===== src/rtl/sn74ls148_irq.sv =====
// sn74ls148_irq: registered 8-level priority interrupt encoder in the style of
// the 74LS148. Requests latch into a pending register, the highest pending
// index is presented as an active-low code until acknowledged, and repeat
// requests on an already-pending line raise a sticky overrun flag.
module sn74ls148_irq (
    input  logic CLK,
    input  logic RST,
    input  logic EI_N,
    input  logic I0_N,
    input  logic I1_N,
    input  logic I2_N,
    input  logic I3_N,
    input  logic I4_N,
    input  logic I5_N,
    input  logic I6_N,
    input  logic I7_N,
    input  logic ACK,
    output logic A0_N,
    output logic A1_N,
    output logic A2_N,
    output logic GS_N,
    output logic EO_N,
    output logic OVR
);

    typedef enum logic {IDLE, HOLD} state_t;

    state_t      state_q, state_d;
    logic [7:0]  req;
    logic [7:0]  pend_q, pend_d;
    logic [7:0]  clr;
    logic [2:0]  code_q, code_d;
    logic        ovr_d;

    assign req = ~{I7_N, I6_N, I5_N, I4_N, I3_N, I2_N, I1_N, I0_N};

    // Index of the highest set bit; later (higher) indices overwrite lower ones.
    function automatic logic [2:0] top_index(input logic [7:0] v);
        logic [2:0] idx;
        idx = 3'd0;
        for (int i = 0; i < 8; i++) begin
            if (v[i]) idx = 3'(i);
        end
        return idx;
    endfunction

    // Next-state, code capture, pending update and overrun detection.
    always_comb begin
        state_d = state_q;
        code_d  = code_q;
        clr     = 8'd0;
        // A disabled encoder drops back to IDLE and keeps everything pending;
        // an ACK on that same edge is not honoured.
        if (EI_N) begin
            state_d = IDLE;
        end else begin
            case (state_q)
                IDLE: begin
                    // Arbitrate on the registered pending set only, so a request
                    // is presented one edge after it was latched.
                    if (pend_q != 8'd0) begin
                        state_d = HOLD;
                        code_d  = top_index(pend_q);
                    end
                end
                HOLD: begin
                    if (ACK) begin
                        state_d = IDLE;
                        clr     = 8'd1 << code_q;
                    end
                end
                default: state_d = IDLE;
            endcase
        end
        // The acknowledge clear wins over a same-edge request on that line.
        pend_d = (pend_q | req) & ~clr;
        ovr_d  = OVR | (|(req & pend_q & ~clr));
    end

    // State, pending, code and registered outputs.
    always_ff @(posedge CLK) begin
        if (RST) begin
            state_q              <= IDLE;
            pend_q               <= 8'd0;
            code_q               <= 3'd0;
            OVR                  <= 1'b0;
            {A2_N, A1_N, A0_N}   <= 3'b111;
            GS_N                 <= 1'b1;
            EO_N                 <= 1'b1;
        end else begin
            state_q <= state_d;
            pend_q  <= pend_d;
            code_q  <= code_d;
            OVR     <= ovr_d;
            if (state_d == HOLD) begin
                {A2_N, A1_N, A0_N} <= ~code_d;
                GS_N               <= 1'b0;
                EO_N               <= 1'b1;
            end else begin
                {A2_N, A1_N, A0_N} <= 3'b111;
                GS_N               <= 1'b1;
                EO_N               <= ~(~EI_N & (pend_d == 8'd0));
            end
        end
    end

endmodule


===== config.mk =====
export PLATFORM = sky130hd
export DESIGN_NAME = sn74ls148_irq
export DESIGN_NICKNAME = d
export VERILOG_FILES = /design/src/rtl/sn74ls148_irq.sv
export SDC_FILE = /design/constraint.sdc
export NUM_CORES = 1
export LEC_CHECK = 0
export CELL_PAD_IN_SITES_DETAIL_PLACEMENT = 0
export CELL_PAD_IN_SITES_GLOBAL_PLACEMENT = 1
export CORE_AREA = 4 4 53 55
export DETAILED_ROUTE_END_ITERATION = 6
export DIE_AREA = 0 0 57 59
export PLACE_DENSITY = 0.76
export SLEW_MARGIN = 15
export SYNTH_ARGS = -nofsm -noshare
export SYNTH_HDL_FRONTEND = slang
export SYNTH_SLANG_ARGS = --single-unit

===== constraint.sdc =====
create_clock -name CLK -period 3.75 [get_ports CLK]
set_clock_uncertainty 0.2 [all_clocks]
set_input_delay 0.75 -clock CLK [delete_from_list [all_inputs] [get_ports CLK]]
set_output_delay 0.75 -clock CLK [all_outputs]
set_load 0.02 [all_outputs]

* Yosys cells after proc, flatten, opt, wreduce, memory -nomap -nowiden
Cells that the tools add are included.
** Storage, ports and cells
- Register bits after elaboration :: 18
- Bits in latches :: 0
- Bits in writable memories :: 0
- Bits in read-only memories :: 0
- Input bits :: 12
- Word-level logic and storage cells :: 46
- Memories kept :: 0
** Operators by class
- Add/sub/neg operators :: 0
- $mul :: 0
- Div/mod/pow operators :: 0
- $lt $le $gt $ge :: 0
- Eq/ne operators :: 0
- Shifts and indexed selects :: 1
- Muxes and demuxes :: 18
- Bitwise operators :: 13
- Reductions and logical operators :: 5
** Operator list (count)
- $mux 3 :: 9
- $and 8x8->8 :: 3
- $mux 8 :: 3
- $not 8->8 :: 2
- $logic_not 8->1 :: 1
- $or 8x8->8 :: 1
- $reduce_bool 8->1 :: 1
- $reduce_or 8->1 :: 1
- $shl 1x3->8 const A :: 1
- $mux 1 :: 5
- $not 1->1 :: 4
- $reduce_or 2->1 :: 2
- $not 3->3 :: 1
- $pmux 1 s2 :: 1
- $and 1x1->1 :: 1
- $or 1x1->1 :: 1

* Logic depth before layout (Yosys ltp)
- Depth in word-level cells :: 11
- Depth in mapped cells :: 5
- Gate-level depth less buffers :: 4

* Least setup slack after synthesis
Ideal clock, no wire load.
- Path kind :: input-to-reg
- From :: input EI_N
- To :: register EO_N
- Setup time :: 0.140 ns
- Data arrival time :: 1.637 ns
- Data required time :: 3.410 ns
- Path slack :: 1.773 ns
- Stages on the path :: 5
- Path buffers :: 1
- Cells stage by stage :: and3b_1 -> buf_4 -> a32oi_1 -> a2111oi_0 -> nand4_1
** On the way
- Cells in the longest elaborated chain, start to end :: 6
** RTL lines
- start, declared :: line 8 : input logic EI_N,
- $mux 8 :: line 54 : if (EI_N) begin
- $not 8->8 :: line 76 : pend_d = (pend_q | req) & ~clr;
- $and 8x8->8 :: line 76
- $logic_not 8->1 :: line 102 : EO_N <= ~(~EI_N & (pend_d == 8'd0));
- $and 1x1->1 :: line 102
- $not 1->1 :: line 102
- end signal, assigned :: line 102
- end, declared :: line 22 : output logic EO_N,
Several ways; a longest one is shown, not always the timed one.
A chain may end at the register's enable or synchronous reset.

* Final worst setup path
Same ends and word-level chain as after synthesis.

==> flow_metrics.tcl <==
set metrics [dict create \
    fmax_ghz 0.401 \
    start_util_pct 37.5 \
    grt_max_degree 10 \
    hp-class "flip-flop to flip-flop" \
    clkLatencyLatePin_ps 290 \
    htreeDepth 1 \
    ys_types 34 \
    firstDrtPassIters 4 \
    cts_root_buffer "clkbuf_4" \
    vias 791 \
    ant_nets 0 \
    critPathLaunchType "input pin" \
    die_y_um 59 \
    syn_nets 109 \
    syn_area_um2 896 \
    synth_top_area_cell "dfxtp_1" \
    io_buffers 17 \
    holdPathEnd "OVR" \
    drc 0 \
    grt-ovfl-total 0 \
    worstPathCellList "clkdlybuf4s50_1, and3b_1, a32oi_1, a2111oi_0, nand4_1" \
    final-hold-violation-count 0 \
    final-setup-viol-count 0 \
    netlist_instances 97 \
    fin_nets 129 \
    run_status "finished clean" \
    hold_slack_ps 326 \
    grt_pass1_vias 799 \
    dieArea_um2 3360 \
    worst_pin_slew_ps 520 \
    maxSlewViolCount 0 \
    p_int_w 0.000283 \
    drt-vias-per-instance 5.46 \
    ys_ff_latch 18 \
    r2r-end "EO_N" \
    io_pins 18 \
    switching_share_pct 28.1 \
    setup.worst_path.class "input pin to flip-flop" \
    rr_startpoint "state_q" \
    cts.reportedPaths.clkPinSlew_ps 100 \
    initialDrtViolationCount 9 \
    wirelength_um 2130 \
    layout_min_cycle_time_ps 2490 \
    holdCritStartpoint "OVR" \
    slowest_stage "clkdlybuf4s50_1" \
    synth_area_leaders "dfxtp_1 40%, a311oi_1 4.9%, nand2b_1 4.2%, inv_1 3.8%, and2_1 3.5%" \
    cts_resized 0 \
    syn_avg_cell_area_um2 9.24 \
    cp_data_arrival_time_ps 2460 \
    post-route-period-util_pct 66.5 \
    worst_path_largest_cell_delay_ps 540 \
    synthArstFlopShare_pct 0 \
    pwr-share-comb_pct 20.3 \
    postCtsHoldBufs 0 \
    synth_top_area_share_pct 40.2 \
    crit_path_end_kind "flip-flop" \
    fp.dieW_um 57 \
    p_leak_nw 0.427 \
    fin_setup_tns_ps 0 \
    irDropWorstVdd_mv 0.184 \
    p_seq_share_pct 55.8 \
    hpwl_um 1690 \
    p_clk_share_pct 23.8 \
    synth_ff_type "dfxtp_1" \
    fp-row-count 18 \
    crit_path_max_fanout 9 \
    clock_sinks 18 \
    drive_gt1_share_pct 6.96 \
    layout_commonest_cell "dfxtp_1" \
    reg2reg_depth 4 \
    cts_inserted_buffers 3 \
    maxCapViolCount 0 \
    grt_usage_pct 14.1 \
    rsz0062_at_grt "false" \
    cts.path.max_buffers 2 \
    cellPowerDensity_nw_per_um2 353 \
    r2r_slack_ps 1880 \
    wl_per_cell_um 14.7 \
    grt_pass1_wl_um 3660 \
    net-switching-power_w 0.000110 \
    slew_headroom_pct 65.0 \
    ys_seq_area_share_pct 40.2 \
    synth_edf_count 0 \
    antenna_found_initial 0 \
    post_cts_buffers 0 \
    required_ps 3710 \
    gp_congestion 0.773 \
    ys_warn_count 0 \
    coreArea_um2 2390 \
    area_growth_pct 24.3 \
    diodes 0 \
    min_delay_path_depth 2 \
    final_cell_mix "18 x dfxtp_1, 17 x clkdlybuf4s50_1, 9 x inv_1" \
    tritoncts "done" \
]
Yosys cell counts, drive strengths merged (2+ instances only):
cell and count:
nor3 2, and3b 2, buf 2, or4 2, dfxtp 18, a21oi 3
nor2b 4, o31ai 2, nor2 4, a311oi 5, nand4 2, a211oi 4
and2 5, inv 9, nor3b 2, nand3 2, a32oi 2, and3 3
nand2b 6, nand2 7
power groups by stage:
stage / Sequential (W) / Clock (W) / Combinational (W)
final: 0.000220 / 0.0000937 / 0.0000801
after global routing: 0.000222 / 0.000104 / 0.0000882
after CTS: 0.000220 / 0.0000986 / 0.0000803
after detailed placement: 0.000224 / 0 / 0.0000800
after global placement: 0.000224 / 0 / 0.0000792
after floorplan: 0.000222 / 0 / 0.0000477
through the flow:
stage | area [µm²] | power (W) | setup WS, ps | instances | utilization [%]
floorplan | 896 | 0.000270 | 1770 | 97 | -
global placement | 1090 | 0.000303 | 1010 | 142 | 45.7
detailed placement | 1090 | 0.000304 | 982 | 142 | 45.7
CTS | 1110 | 0.000398 | 1270 | 145 | 46.6
global route | 1110 | 0.000415 | 1110 | 145 | 46.6
finish | 1110 | 0.000394 | 1260 | 145 | 46.6
worst max-delay path by stage:
stage	startpoint	to	cells past startpoint
final	EI_N	EO_N	5
after CTS	EI_N	EO_N	5
after floorplan	EI_N	EO_N	5
after global placement	EI_N	EO_N	5
after detailed placement	EI_N	EO_N	5
after global routing	EI_N	EO_N	5
critical path, delay by kind of cell:
kind / cells / cell delay, ps
AO/OA/AOI/OAI: 2 / 570
buffers and inverters: 1 / 540
AND/OR/NAND/NOR: 2 / 600
layer usage:
metal  vias to the layer above  GRT usage [%]  share of wire (%)
li1                        400              -                  -
met1                       368           19.1                 45
met2                        19           21.0                 47
met3                         4           3.49                6.3
met4                         0           6.62                1.7
met5                         -              0                  0
sequential cells by signal, indices dropped and copies added, names as in the netlist:
name     count
A0_N         1
A1_N         1
A2_N         1
EO_N         1
GS_N         1
OVR          1
code_q       3
pend_q       8
state_q      1
final cells by class:
cell class	instances	area, µm²
fillers	256	1270
clock buffers	3	22.5
repair buffers	17	170
well taps	30	37.5
multi-input cells	68	489
flip-flops and latches	18	360
inverters	9	33.8
logic make-up after synthesis:
family                 Yosys count  share of synthesized area [%]
muxes                            1                           1.12
DFF                             18                           40.2
and+or+nand+nor                 42                           29.3
buffers and inverters           11                           5.17
AOI/OAI and AO/OA               25                           24.2
(Power assumes the default switching activity.)
